[config.mk]
export PLATFORM = sky130hd
export DESIGN_NAME = button_debouncer
export DESIGN_NICKNAME = d
export VERILOG_FILES = /design/src/rtl/button_debouncer.sv
export SDC_FILE = /design/constraint.sdc
export NUM_CORES = 1
export LEC_CHECK = 0
export ABC_AREA = 1
export BUFFER_PORTS_ARGS = -buffer_cell sky130_fd_sc_hd__buf_2
export CAP_MARGIN = 25
export CORE_MARGIN = 4
export CORE_UTILIZATION = 60
export CTS_BUF_LIST = sky130_fd_sc_hd__clkbuf_4 sky130_fd_sc_hd__clkbuf_8 sky130_fd_sc_hd__clkbuf_16
export CTS_CLUSTER_SIZE = 28
export DETAILED_ROUTE_END_ITERATION = 8
export HOLD_SLACK_MARGIN = 0.05
export MAX_ROUTING_LAYER = met4
export PLACE_DENSITY = 0.83
export SYNTH_ARGS = -nofsm -noshare
export SYNTH_HDL_FRONTEND = slang
export SYNTH_SLANG_ARGS = --single-unit
[constraint.sdc]
create_clock -name clk -period 2.2 [get_ports clk]
set_clock_uncertainty 0.15 [all_clocks]
set_input_delay 0.11 -clock clk [delete_from_list [all_inputs] [get_ports clk]]
set_output_delay 0.11 -clock clk [all_outputs]
set_load 0.01 [all_outputs]
[src/rtl/button_debouncer.sv]
// rtl/button_debouncer.sv - N-channel debouncer with press/release/level outputs.
// Define BUTTON_DEBOUNCER_AUTOREPEAT_EN to add hold-to-repeat ticks on pulse.
module button_debouncer #(
   parameter int CHANNELS      = 8,
   parameter int STABLE_CYCLES = 250000,
   parameter int ACTIVE_HIGH   = 1,
   parameter int REPEAT_DELAY  = 12500000,
   parameter int REPEAT_PERIOD = 2500000
) (
   input  logic                clk,
   input  logic                rst_n,
   input  logic [CHANNELS-1:0] in,
   output logic [CHANNELS-1:0] stable,
   output logic [CHANNELS-1:0] press,
   output logic [CHANNELS-1:0] release_pulse,
   output logic [CHANNELS-1:0] pulse,
   output logic                any_press
);

   localparam int CW = $clog2(STABLE_CYCLES + 1);
   localparam logic [CW-1:0] CNT_LAST = CW'(STABLE_CYCLES - 1);
   localparam logic [CHANNELS-1:0] IN_INVERT = (ACTIVE_HIGH == 0) ? '1 : '0;

   if (CHANNELS < 1 || STABLE_CYCLES < 2 || REPEAT_DELAY < 1 || REPEAT_PERIOD < 1) begin : g_bad_param
      $error("button_debouncer: illegal parameter value");
   end

   logic [CHANNELS-1:0]         sync1_q, sync1_d;
   logic [CHANNELS-1:0]         sync2_q, sync2_d;
   logic [CHANNELS-1:0]         stable_q, stable_d;
   logic [CHANNELS-1:0]         press_q, press_d;
   logic [CHANNELS-1:0]         release_q, release_d;
   logic [CHANNELS-1:0]         pulse_q, pulse_d;
   logic [CHANNELS-1:0][CW-1:0] cnt_q, cnt_d;
   logic [CHANNELS-1:0]         norm;

   always_comb begin
      sync1_d   = in;
      sync2_d   = sync1_q;
      norm      = sync2_q ^ IN_INVERT;
      stable_d  = stable_q;
      press_d   = '0;
      release_d = '0;
      cnt_d     = '0;
      for (int i = 0; i < CHANNELS; i++) begin
         // Any sample matching the accepted level leaves the counter at zero.
         if (norm[i] != stable_q[i]) begin
            if (cnt_q[i] == CNT_LAST) begin
               stable_d[i]  = norm[i];
               press_d[i]   = norm[i];
               release_d[i] = ~norm[i];
            end else begin
               cnt_d[i] = cnt_q[i] + CW'(1);
            end
         end
      end
   end

`ifdef BUTTON_DEBOUNCER_AUTOREPEAT_EN
   localparam int RMAX = (REPEAT_DELAY > REPEAT_PERIOD) ? REPEAT_DELAY : REPEAT_PERIOD;
   localparam int HW   = $clog2(RMAX + 1);
   localparam logic [HW-1:0] DLY_LAST = HW'(REPEAT_DELAY - 1);
   localparam logic [HW-1:0] PER_LAST = HW'(REPEAT_PERIOD - 1);

   logic [CHANNELS-1:0][HW-1:0] hold_q, hold_d;
   logic [CHANNELS-1:0]         rep_q, rep_d;
   logic [CHANNELS-1:0]         tick;

   always_comb begin
      hold_d = '0;
      rep_d  = '0;
      tick   = '0;
      for (int i = 0; i < CHANNELS; i++) begin
         // A release accepted this edge wins over a tick due on the same edge.
         if (stable_q[i] && !release_d[i]) begin
            if (hold_q[i] == (rep_q[i] ? PER_LAST : DLY_LAST)) begin
               tick[i]  = 1'b1;
               rep_d[i] = 1'b1;
            end else begin
               hold_d[i] = hold_q[i] + HW'(1);
               rep_d[i]  = rep_q[i];
            end
         end
      end
      pulse_d = press_d | tick;
   end

   always_ff @(posedge clk) begin
      if (!rst_n) begin
         hold_q <= '0;
         rep_q  <= '0;
      end else begin
         hold_q <= hold_d;
         rep_q  <= rep_d;
      end
   end
`else
   always_comb begin
      pulse_d = press_d;
   end
`endif

   always_ff @(posedge clk) begin
      if (!rst_n) begin
         sync1_q   <= '0;
         sync2_q   <= '0;
         stable_q  <= '0;
         press_q   <= '0;
         release_q <= '0;
         pulse_q   <= '0;
         cnt_q     <= '0;
      end else begin
         sync1_q   <= sync1_d;
         sync2_q   <= sync2_d;
         stable_q  <= stable_d;
         press_q   <= press_d;
         release_q <= release_d;
         pulse_q   <= pulse_d;
         cnt_q     <= cnt_d;
      end
   end

   assign stable        = stable_q;
   assign press         = press_q;
   assign release_pulse = release_q;
   assign pulse         = pulse_q;
   assign any_press     = |press_q;

endmodule

-- Word-level counts from Yosys, hierarchy flattened
Index checks and enable logic that the tools add are counted.
- equality and inequality tests: 16
- reductions and logical operators: 25
- bitwise logic cells: 17
- $add $sub $neg: 8
- operators by type and width (kind ; count):
    18-bit by 1-bit adder with 18-bit output (second input constant) ; 8
    18-bit == test (second input constant) ; 8
    3-bit AND reduction ; 8
    3-bit OR reduction ; 8
    1-bit NOT ; 17
    2-bit AND reduction ; 8
    1-bit inequality test ; 8
    8-bit OR reduction ; 1
- input port bits: 10
- output and inout bits: 33
- flip-flop bits (word level): 184
- word-level logic and storage cells: 100

-- Logic depth before layout (Yosys ltp)
Gate-level depths: netlist of run 1.
- depth in word-level cells: 3
- gate-level depth with buffers: 9
- mapped depth without buffers: 9

-- Least setup slack after synthesis of run 1
No wires, ideal clock.
- kind: register to register
- from: register cnt_q[126] (netlist name)
- to: register cnt_q[135] (netlist name)
- data required time: 1935 ps
- path buffers: 1
- library setup time: 115 ps
- setup slack: 610 ps
- arrival: 1326 ps
- cell stages (with the launch flop): 10
- clock period less this slack: 1590 ps
- path through: dfxtp_1 -> ha_1 -> nand2_2 -> nor2_4 -> nand2_2 -> nor2_4 -> nand2_2 -> nand2_4 -> buf_12 -> nor2_2
- longest elaborated chain between the ends: 2
- elaborated cells between the ends (all ways): 3
- classes of those cells: 1 x add/sub; 1 x eq/ne; 1 x reduce/logical
- ends and longest elaborated chain (element ; RTL line ; source):
    from (decl) ; 34 ; logic [CHANNELS-1:0][CW-1:0] cnt_q, cnt_d;
    from (signal assigned) ; 119 ; cnt_q <= cnt_d;
    parallel branches: the longest is 2 deep, another holds 18-bit by 1-bit adder with 18-bit output ; - ;
Several ways; the timed one is not identified.
A chain may end at the register's enable or synchronous reset.

-- Final worst setup path of run 1
- from: input rst_n
- to: register cnt_q[123] (netlist name)
- longest elaborated chain between the ends: 2
- ends and longest elaborated chain (element ; RTL line ; source):
    from (decl) ; 11 ; input logic rst_n,
    1-bit NOT (no source line) ; - ;
    3-bit OR reduction (no source line) ; - ;
Every way passes these cells.

==> Flow_metrics.wiki, run 1 <==
{| class="wikitable"
! Metric !! Value
|-
| Total negative slack || 0 ns
|-
| Seq/Total Area, Yosys || 41.8%
|-
| Sw Ratio || 20.0%
|-
| Yosys warning count || 0
|-
| Internal power || 5.26 mW
|-
| Vias in the first global route || 7161
|-
| Routed vias/inst || 5.03
|-
| Cell row count || 44
|-
| Height of the die || 129 µm
|-
| Clock power share || 47.4%
|-
| DRC violation count after routing || 0
|-
| Post-synthesis instance total || 1309
|-
| Kind of critical path || in2reg
|-
| Worst min-delay path class || in2reg
|-
| Number of cells traversed by the worst hold path || 4
|-
| Mean instance size in the synthesized netlist || 6.73 µm²
|-
| Met1 GRT Util || 28.9%
|-
| H-tree Lvls || 4
|-
| Number of buffers on the longest clock path || 2
|-
| Met2 capacity usage during global routing || 37.0%
|-
| Skew-Pair Late Insertion Delay || 0.42 ns
|-
| Initial antenna violation count || 1
|-
| Depth of the most critical reg-to-reg path || 8
|-
| Crit path launch type || input pin
|-
| HPWL after DPL || 12.9 mm
|-
| Minimum period implied by the final worst setup slack || 1.83 ns
|-
| Initial core utilization || 60.9%
|-
| TritonCTS clock tree || done
|-
| Sequential Power Share || 51.1%
|-
| CP delay by family, top || buffers and inverters
|-
| Count of clock tree sinks || 184
|-
| Slew at the pin with the worst max-slew slack || 0.399 ns
|-
| Result of the run || finished, final reports clean
|-
| Net count after synthesis || 1327
|-
| Global placement routability congestion || 0.925
|-
| CTS Buf Count || 17
|-
| Max-cap check violation count || 0
|-
| Cell breakdown of the critical path || dlygate4sd3_1, buf_2, buf_4, o21ai_0, nor2_1, nand2_2, a21oi_1
|-
| Final ANT Viol Nets || 0
|-
| Clock root buffer || clkbuf_16
|-
| Routed wire length per instance || 11.3 µm
|-
| Part of the power in combinational logic || 1.4%
|-
| Layer carrying the most global-route usage || met2
|-
| Capture instance of the worst register-to-register path || cnt_q[128]
|-
| Arrival time at the worst endpoint || 2.03 ns
|-
| Max_slew headroom || 73.3%
|-
| Setup Viol. Count Final || 0
|-
| IO Pins || 43
|-
| Critical Path Fanout Max || 18
|-
| Commonest cells after routing, fill and taps aside || nand2_1, nor2_1, dfxtp_1
|-
| Aggregate global routing overflow || 0
|-
| Initial detailed-routing violation count || 482
|-
| Number of buffer cells added on primary ports || 42
|-
| Hold Path Sink || sync1_q[2]
|-
| CTS clk-pin slew, worst paths || 0.06 ns
|-
| Max Freq || 0.546 GHz
|-
| Fraction of layout cells with a size suffix above 1 || 9.58%
|-
| Final number of max-transition violations || 0
|-
| Die W || 129 µm
|-
| Critical path's largest stage delay || 0.52 ns
|-
| Flops & latches, synth || 184
|-
| Commonest non-fill, non-tap cell in the layout || nand2_1
|-
| Startpoint of the worst-slack reg-to-reg timing path || cnt_q[126]
|-
| Antenna cells || 0
|-
| Maximum vdd drop || 845 µV
|-
| Combined buffer and inverter count along the critical path || 3
|-
| Net Switching || 1.32 mW
|-
| Maximum number of pins on one net before global-route repair || 19
|-
| Initial DRT Pass Iterations || 5
|-
| Die outline area || 0.0167 mm²
|-
| Critical path endpoint category || flip-flop
|-
| Via count of the routed design || 7864
|-
| Netlist area before placement || 0.00881 mm²
|-
| Number of nets at the end of the flow || 1383
|-
| Internal reg-to-reg setup slack || 0.44 ns
|-
| Reported leakage power || 3.41 nW
|-
| Number of logic stages on the critical path including buffering || 7
|-
| Number of distinct library cell variants in the gate-level netlist after synthesis || 32
|-
| Pre-CTS WS || 0.458 ns
|-
| Share of the cycle needed by the critical path after routing || 83.2%
|-
| Global-route wire length before repair || 30.8 mm
|-
| Number of instances in the placed design || 1521
|-
| Slowest cell on the critical path || dlygate4sd3_1
|-
| Final Hold Vio Count || 0
|-
| Hold_sp || in[2]
|-
| Power per cell area || 669 mW/mm²
|-
| Total global-route track usage || 22.9%
|-
| Required arrival time at the worst endpoint || 2.40 ns
|-
| Number of standard cells in the final layout excluding fillers || 1562
|-
| Core area || 0.0145 mm²
|-
| Setup repair after global routing missed its margin || false
|-
| Final critical-path setup slack || 0.369 ns
|-
| Global routing met3 resource utilization || 4.86%
|-
| Area Growth Syn to Fin || 11.5%
|-
| Total Wirelength || 17.6 mm
|}
[timing repair]
action	4_1_cts	5_1_grt
hold buffers	9	0
endpoints found under the hold margin	16	0
gates resized for setup	0	0
buffers inserted	0	0
[through the flow]
stage / area, µm² / total power, mW / utilization (%) / hold slack, ns
2_1_floorplan: 8810 / 3.50 / - / 0.0576
5_1_grt: 9830 / 6.78 / 67.9 / 0.272
3_3_place_gp: 9120 / 3.52 / 63.0 / 0.142
3_5_place_dp: 9120 / 3.52 / 63.0 / 0.148
6_report: 9830 / 6.58 / 67.9 / 0.248
4_1_cts: 9830 / 6.62 / 67.9 / 0.234
[registers in the layout, indices dropped and copies added (netlist names)]
name	cells
cnt_q	144
norm	8
pulse	8
release_pulse	8
stable	8
sync1_q	8
[per-layer routing]
layer	vias to the layer above	wire length [µm]
met5	-	0
li1	4167	-
met3	23	848
met1	3503	8320
met2	171	8220
met4	0	237
[worst register-to-register path: cells and delay by family, from the launching register on]
family / cells / cell delay [ns]
and+or+nand+nor: 7 / 0.83
adders and majority gates: 1 / 0.25
DFF: 1 / 0.42
[power by group through the flow]
stage	Clock [mW]	Sequential [mW]	Combinational, mW
global route	3.31	3.36	0.108
CTS	3.17	3.36	0.0952
detailed placement	0	3.44	0.0822
global placement	0	3.44	0.0809
floorplan	0	3.43	0.0632
finish	3.12	3.36	0.0945
[worst max path at each step]
stage,start,end,slack [ns]
floorplan,cnt_q[126],cnt_q[135],0.61
global placement,cnt_q[90],cnt_q[104],0.52
detailed placement,cnt_q[126],cnt_q[130],0.46
CTS,rst_n,cnt_q[123],0.36
global route,rst_n,cnt_q[123],0.24
finish,rst_n,cnt_q[123],0.37
[synth_stat cells]
cell type / number / area, µm²
nand3b_1: 3 / 22.5
nand2_2: 7 / 43.8
xor2_1: 35 / 307
buf_12: 1 / 20.0
nor3_1: 17 / 85.1
o21ai_0: 29 / 145
nand4_1: 17 / 106
a21oi_1: 73 / 365
nand3_1: 69 / 345
ha_1: 8 / 100
clkbuf_1: 2 / 7.51
nor4_1: 3 / 18.8
nand2_1: 347 / 1300
nand2_4: 2 / 22.5
nor2_2: 15 / 93.8
o21bai_4: 1 / 18.8
nor3b_1: 1 / 7.51
and3_1: 2 / 12.5
a21oi_2: 2 / 17.5
nand3_2: 4 / 40.0
or2_2: 16 / 100
xnor2_1: 6 / 52.6
buf_6: 5 / 56.3
nor2_4: 3 / 33.8
buf_4: 11 / 82.6
inv_1: 157 / 589
o21ai_2: 2 / 17.5
o21bai_1: 6 / 45.0
or2_0: 6 / 37.5
inv_2: 1 / 3.75
nor2_1: 274 / 1030
dfxtp_1: 184 / 3680
[cells by family (layout without fill, tap and decap cells)]
| logic type | count (synthesis) | after routing | synth area share, % |
|---|---|---|---|
| flip-flops | 184 | 184 | 41.8 |
| AO/OA/AOI/OAI | 113 | 113 | 6.91 |
| buffers and inverters | 177 | 246 | 8.62 |
| XOR/XNOR | 41 | 41 | 4.07 |
| adder cells (fa/ha/maj) | 8 | 8 | 1.14 |
| AND/OR/NAND/NOR | 786 | 786 | 37.5 |
[layout make-up]
type	count	area [µm²]
fill	1290	4650
multi-input combinational	948	4370
sequential	184	3680
inverter	158	593
clock buffer	20	467
timing repair buffer	56	338
tap	184	230
clock inverter	12	148
Power figures use the tool's default switching activity.
==> inputs of run 2 (changes only) <==
==> constraint.sdc (replaced) <==
create_clock -name clk -period 1.9 [get_ports clk]
set_clock_uncertainty 0.15 [all_clocks]
set_input_delay 0.095 -clock clk [delete_from_list [all_inputs] [get_ports clk]]
set_output_delay 0.095 -clock clk [all_outputs]
set_load 0.01 [all_outputs]
==> run 2 against run 1 <==
- sequential power is 16% higher
- clock power up 13%
- largest cell class unchanged
- hold slack worse by 0.017 ns
- non-clock buffer count increased by 3
- wire length down 0.16%
- die area did not move
- first-iteration DRC count down 1.9%
- cell count rose by 0.26%
==> Flow_metrics.wiki, run 2 (synthesis results as in run 1) <==
{| class="wikitable"
! Metric !! Value
|-
| TritonCTS clock tree || done
|-
| Max reg flops || 144 (unchanged)
|-
| Hold Path Sink || sync1_q[0]
|-
| Post-Route Utilization || 68.0% (+0.13 points)
|-
| Capture instance of the worst register-to-register path || cnt_q[3]
|-
| Maximum number of pins on one net before global-route repair || 19 (unchanged)
|-
| Cell breakdown of the critical path || ha_1, nand3_1, inv_1, nand3_2, o21bai_4, a21oi_1
|-
| Setup repair after global routing missed its margin || false
|-
| Commonest non-fill, non-tap cell in the layout || nand2_1
|-
| Vias in the first global route || 7291 (+1.8%)
|-
| Depth of the most critical reg-to-reg path || 6 (-2)
|-
| Skew-Pair Late Insertion Delay || 0.43 ns (about the same)
|-
| Cell row count || 44 (unchanged)
|-
| Max_slew headroom || 72.2% (-1.1 points)
|-
| Global placement routability congestion || 0.945 (+2.1%)
|-
| Max-cap check violation count || 0 (unchanged)
|-
| Routed wire length per instance || 11.2 µm (-0.41%)
|-
| Required arrival time at the worst endpoint || 2.04 ns (-0.36 ns)
|-
| Total global-route track usage || 23.3% (+0.43 points)
|-
| Arrival time at the worst endpoint || 1.89 ns (-0.14 ns)
|-
| Crit path launch type || flip-flop
|-
| Initial core utilization || 60.9% (unchanged)
|-
| H-tree Lvls || 4 (unchanged)
|-
| IO Pins || 43 (unchanged)
|-
| Kind of critical path || reg2reg
|-
| Count of clock tree sinks || 184 (unchanged)
|-
| Minimum period implied by the final worst setup slack || 1.75 ns
|-
| Final critical-path setup slack || 0.149 ns (-0.220 ns)
|-
| Area Growth Syn to Fin || 11.7%
|-
| Setup Viol. Count Final || 0 (unchanged)
|-
| Routed vias/inst || 4.99 (-0.94%)
|-
| Aggregate global routing overflow || 0 (unchanged)
|-
| Via count of the routed design || 7810 (-0.69%)
|-
| DRC violation count after routing || 0 (unchanged)
|-
| HPWL after DPL || 13.0 mm (+1.5%)
|-
| Total Wirelength || 17.6 mm (-0.16%)
|-
| Share of the cycle needed by the critical path after routing || 92.1%
|-
| Number of buffers on the longest clock path || 2 (unchanged)
|-
| Fill cell instance count of the final layout || 1244 (-3.6%)
|-
| Final ANT Viol Nets || 0 (unchanged)
|-
| Final number of max-transition violations || 0 (unchanged)
|-
| Final Hold Vio Count || 0 (unchanged)
|-
| Die W || 129 µm (unchanged)
|-
| CTS Buf Count || 17 (unchanged)
|-
| Startpoint of the worst-slack reg-to-reg timing path || cnt_q[0]
|-
| Number of cells traversed by the worst hold path || 4 (unchanged)
|-
| Height of the die || 129 µm (unchanged)
|-
| Post-route total power || 7.54 mW (+15%)
|-
| Fraction of layout cells with a size suffix above 1 || 9.85% (+0.27 points)
|-
| Die outline area || 0.0167 mm² (unchanged)
|-
| Slew at the pin with the worst max-slew slack || 0.416 ns (+0.0163 ns)
|-
| Pre-CTS WS || 0.169 ns (-0.289 ns)
|-
| Commonest cells after routing, fill and taps aside || nand2_1, nor2_1, dfxtp_1
|-
| Number of nets at the end of the flow || 1386 (+0.22%)
|-
| Hold_sp || in[0]
|-
| Total negative slack || 0 ns (unchanged)
|-
| Critical path's largest stage delay || 0.37 ns (-0.15 ns)
|-
| Max Freq || 0.571 GHz
|-
| Core area || 0.0145 mm² (unchanged)
|-
| Worst min-delay path class || in2reg
|-
| Power per cell area || 765 mW/mm² (+14%)
|-
| Critical Path Fanout Max || 16 (-2)
|-
| Reported leakage power || 3.42 nW (+0.36%)
|-
| Initial detailed-routing violation count || 473 (-1.9%)
|-
| Slowest cell on the critical path || dfxtp_1
|-
| Critical path endpoint category || flip-flop
|-
| Clock root buffer || clkbuf_16
|-
| Global-route wire length before repair || 31.3 mm (+1.5%)
|-
| Initial antenna violation count || 2 (+1)
|-
| Internal reg-to-reg setup slack || 0.15 ns (-0.29 ns)
|-
| Final hold slack || 0.231 ns (-0.0167 ns)
|-
| Maximum vdd drop || 738 µV (-13%)
|-
| Largest register by flop count || cnt_q
|-
| CTS clk-pin slew, worst paths || 0.06 ns (about the same)
|-
| Initial DRT Pass Iterations || 5 (unchanged)
|-
| Result of the run || finished, final reports clean
|-
| Number of buffer cells added on primary ports || 42 (unchanged)
|}
==> run 2: cell count changes in the layout (fill, tap and decap cells not counted), sizes merged <==
cell	change
buf	+3
bufinv	-1
clkbuf	+2
clkinvlp	-1
diode	+1
==> run 2: per-layer routing <==
metal	vias up	routed length (µm)	track usage, %
met2	142	8140	37.1
met1	3470	8330	28.9
met5	-	0	-
met4	0	274	8.40
li1	4174	-	-
met3	24	859	5.56
==> run 2: repair_timing <==
action                                 4_1_cts  5_1_grt
endpoints found under the hold margin       18        0
setup endpoints to repair                    0        1
hold buffers                                 9        0
buffers inserted                             0        0
gates resized for setup                      0        1
==> run 2: layout make-up <==
class	instances	area [µm²]	share of cell area (%)
multi-input combinational	948	4370	44.4
sequential	184	3680	37.4
inverter	158	593	6.02
clock buffer	22	488	4.96
timing repair buffer	59	360	3.66
tap	184	230	2.34
clock inverter	10	118	1.19
antenna	1	2.50	0.0254
==> run 2: how the worst max path moves through the flow <==
stage                from  slack, ns         end  cells after the start
2_1_floorplan  cnt_q[126]       0.31  cnt_q[139]                      9
3_3_place_gp    cnt_q[91]       0.24  cnt_q[101]                      6
3_5_place_dp     cnt_q[0]       0.17    cnt_q[2]                      6
4_1_cts          cnt_q[0]       0.14    cnt_q[3]                      6
5_1_grt          cnt_q[0]       0.01    cnt_q[3]                      6
6_report         cnt_q[0]       0.15    cnt_q[3]                      6
==> run 2: metrics by stage <==
| stage | cell area, µm² | instances |
|---|---|---|
| final | 9850 | 1566 |
| after CTS | 9840 | 1565 |
| after floorplan | 8810 | 1309 |
| after global placement | 9150 | 1524 |
| after global routing | 9850 | 1566 |
| after detailed placement | 9150 | 1524 |
==> run 2: critical path, delay by kind of cell, from the launching register on <==
family,cells,cell delay (ns)
flip-flops,1,0.37
buffers and inverters,1,0.15
AO/OA/AOI/OAI,2,0.46
AND/OR/NAND/NOR,2,0.27
adder cells (fa/ha/maj),1,0.21
==> run 2: power breakdown <==
part | internal, mW | switching (mW)
combinational | 0.0442 | 0.0695
sequential | 3.88 | 0.0144
clock | 2.09 | 1.43
==> inputs of run 3 (changes only) <==
--- a/config.mk
+++ b/config.mk
@@ -8,6 +8,7 @@
 export ABC_AREA = 1
 export BUFFER_PORTS_ARGS = -buffer_cell sky130_fd_sc_hd__buf_2
 export CAP_MARGIN = 25
+export CORE_ASPECT_RATIO = 1.1
 export CORE_MARGIN = 4
 export CORE_UTILIZATION = 60
 export CTS_BUF_LIST = sky130_fd_sc_hd__clkbuf_4 sky130_fd_sc_hd__clkbuf_8 sky130_fd_sc_hd__clkbuf_16
==> constraint.sdc (replaced) <==
create_clock -name clk -period 1.8 [get_ports clk]
set_clock_uncertainty 0.15 [all_clocks]
set_input_delay 0.09 -clock clk [delete_from_list [all_inputs] [get_ports clk]]
set_output_delay 0.09 -clock clk [all_outputs]
set_load 0.01 [all_outputs]
==> run 3 against run 2 <==
- cell count up 1.1%
- largest power group unchanged
- hold slack got worse by 0.0064 ns
- critical path depth grew 1
- critical path type unchanged
- combinational power grew 17%
- clock power rose by 4%
- wire length down 1.5%
- via count grew 0.47%
- maximum frequency up 5.4%
- first-iteration DRC count shrank 4.4%
- power increased by 4.8%
- register-to-register slack is essentially flat
==> Flow_metrics.wiki, run 3 (synthesis results as in run 1) <==
{| class="wikitable"
! Metric !! Value
|-
| Reported leakage power || 3.45 nW (+0.97%)
|-
| Number of buffer cells added on primary ports || 42 (unchanged)
|-
| Max Freq || 0.602 GHz (+5.4%)
|-
| Internal power || 6.24 mW (+3.7%)
|-
| Maximum number of pins on one net before global-route repair || 19 (unchanged)
|-
| Die W || 124 µm (-4.4%)
|-
| Net Switching || 1.66 mW (+9.0%)
|-
| IO Pins || 43 (unchanged)
|-
| Final number of max-transition violations || 0 (unchanged)
|-
| Routed wire length per instance || 11.0 µm (-2.5%)
|-
| Initial DRT Pass Iterations || 5 (unchanged)
|-
| Skew-Pair Late Insertion Delay || 0.43 ns (about the same)
|-
| Antenna cells || 0 (-1)
|-
| Sequential Power Share || 52.0% (+0.3 points)
|-
| Die outline area || 0.0167 mm² (about the same)
|-
| Final Hold Vio Count || 0 (unchanged)
|-
| Worst min-delay path class || in2reg
|-
| CTS clk-pin slew, worst paths || 0.06 ns (about the same)
|-
| H-tree Lvls || 4 (unchanged)
|-
| Initial core utilization || 61.2% (+0.38 points)
|-
| Cell row count || 46 (+4.5%)
|-
| Part of the power in combinational logic || 1.7% (+0.2 points)
|-
| Critical path endpoint category || flip-flop
|-
| Height of the die || 135 µm (+4.6%)
|-
| Sw Ratio || 21.0% (+0.82 points)
|-
| Commonest non-fill, non-tap cell in the layout || nand2_1
|-
| Max_slew headroom || 71.2% (-1.1 points)
|-
| Number of nets at the end of the flow || 1396 (+0.72%)
|-
| Initial antenna violation count || 1 (-1)
|-
| Crit path launch type || flip-flop
|-
| Slew at the pin with the worst max-slew slack || 0.431 ns (+0.0153 ns)
|-
| Clock root buffer || clkbuf_16
|-
| Setup repair after global routing missed its margin || true
|-
| Post-route total power || 7.90 mW (+4.8%)
|-
| Power per cell area || 794 mW/mm² (+3.8%)
|-
| Fraction of layout cells with a size suffix above 1 || 10.5% (+0.65 points)
|-
| Result of the run || finished, final reports clean
|-
| Initial detailed-routing violation count || 452 (-4.4%)
|-
| Setup Buffers After CTS || 0 (unchanged)
|-
| Area Growth Syn to Fin || 12.8%
|-
| Critical Path Fanout Max || 11 (-5)
|-
| Maximum vdd drop || 713 µV (-3.5%)
|-
| Number of standard cells in the final layout excluding fillers || 1583 (+1.1%)
|-
| Aggregate global routing overflow || 0 (unchanged)
|-
| Vias in the first global route || 7155 (-1.9%)
|-
| CTS Buf Count || 17 (unchanged)
|-
| Commonest cells after routing, fill and taps aside || nand2_1, nor2_1, dfxtp_1
|-
| Count of clock tree sinks || 184 (unchanged)
|-
| Routed vias/inst || 4.96 (-0.61%)
|-
| Kind of critical path || reg2reg
|-
| Largest register by flop count || cnt_q
|-
| Number of buffers on the longest clock path || 2 (unchanged)
|-
| Minimum period implied by the final worst setup slack || 1.66 ns (-0.0897 ns)
|-
| Clock power share || 46.3% (-0.5 points)
|-
| Number of instances in the placed design || 1540 (+1.0%)
|-
| Arrival time at the worst endpoint || 1.83 ns (-0.06 ns)
|-
| Total negative slack || 0 ns (unchanged)
|-
| Max-cap check violation count || 0 (unchanged)
|-
| Max reg flops || 144 (unchanged)
|-
| Setup Viol. Count Final || 0 (unchanged)
|-
| Via count of the routed design || 7847 (+0.47%)
|-
| Final ANT Viol Nets || 0 (unchanged)
|-
| Global placement routability congestion || 0.956 (+1.2%)
|-
| Final hold slack || 0.225 ns (-0.00641 ns)
|-
| Total Wirelength || 17.3 mm (-1.5%)
|-
| DRC violation count after routing || 0 (unchanged)
|-
| Total global-route track usage || 22.5% (-0.76 points)
|-
| Core area || 0.0144 mm² (-0.62%)
|-
| Required arrival time at the worst endpoint || 1.97 ns (-0.07 ns)
|-
| HPWL after DPL || 13.0 mm (-0.24%)
|-
| Global-route wire length before repair || 30.1 mm (-3.7%)
|-
| Share of the cycle needed by the critical path after routing || 92.3% (+0.14 points)
|-
| TritonCTS clock tree || done
|}
==> run 3: cell types whose count changed in the layout (fill, tap and decap cells not counted), moves of 2 or more <==
cell / change
inv_6: +3
clkbuf_8: -3
buf_4: +8
dlygate4sd3_1: +2
nand2_2: -2
==> run 3: metrics by stage <==
step,cell area (µm²),utilization (%),worst slack [ns]
after global placement,9220,64.1,0.177
after floorplan,8810,-,0.210
after CTS,9910,68.9,0.127
final,9940,69.1,0.139
after detailed placement,9220,64.1,0.136
after global routing,9940,69.1,-0.0397
==> run 3: final cells by class <==
type                       instances  area (µm²)
clock inverter                    14         148
timing repair buffer              69         440
sequential                       184        3680
tap                              192         240
clock buffer                      18         439
fill                            1258        4450
inverter                         158         593
multi-input combinational        948        4400
==> run 3: power by group through the flow <==
stage          clock (mW)  sequential, mW  combinational (mW)
2_1_floorplan           0            4.20              0.0773
3_3_place_gp            0            4.20               0.111
3_5_place_dp            0            4.20               0.114
4_1_cts              3.73            4.11               0.133
5_1_grt              3.88            4.11               0.152
6_report             3.66            4.11               0.133
==> run 3: worst max-delay path, stage by stage (launching register included) <==
cell and delay [ns]:
dfxtp_1 0.37, ha_2 0.21, nand3_2 0.11, inv_1 0.12
nand3_1 0.15, o21ai_2 0.17, buf_4 0.20, a21oi_1 0.06
==> run 3: timing repair <==
item / CTS / global route
hold buffers: 11 / 0
endpoints found under the hold margin: 18 / 0
endpoints found under the setup margin: 0 / 29
gates resized for setup: 0 / 6
==> run 3: routing by layer <==
metal  vias up  track usage (%)  wire [µm]
li1       4209                -          -
met1      3455             27.7       8010
met2       152             37.3       8210
met3        31             3.94        805
met4         0             7.82        314
met5         -                -          0
==> run 3: final timing paths <==
check / slack (ns) / to / start / cells past startpoint
max: 0.14 / cnt_q[60] / cnt_q[54] / 7
min: 0.23 / sync1_q[2] / in[2] / 4
max reg2reg: 0.14 / cnt_q[60] / cnt_q[54] / 7
min reg2reg: 0.27 / norm[4] / sync1_q[4] / 2
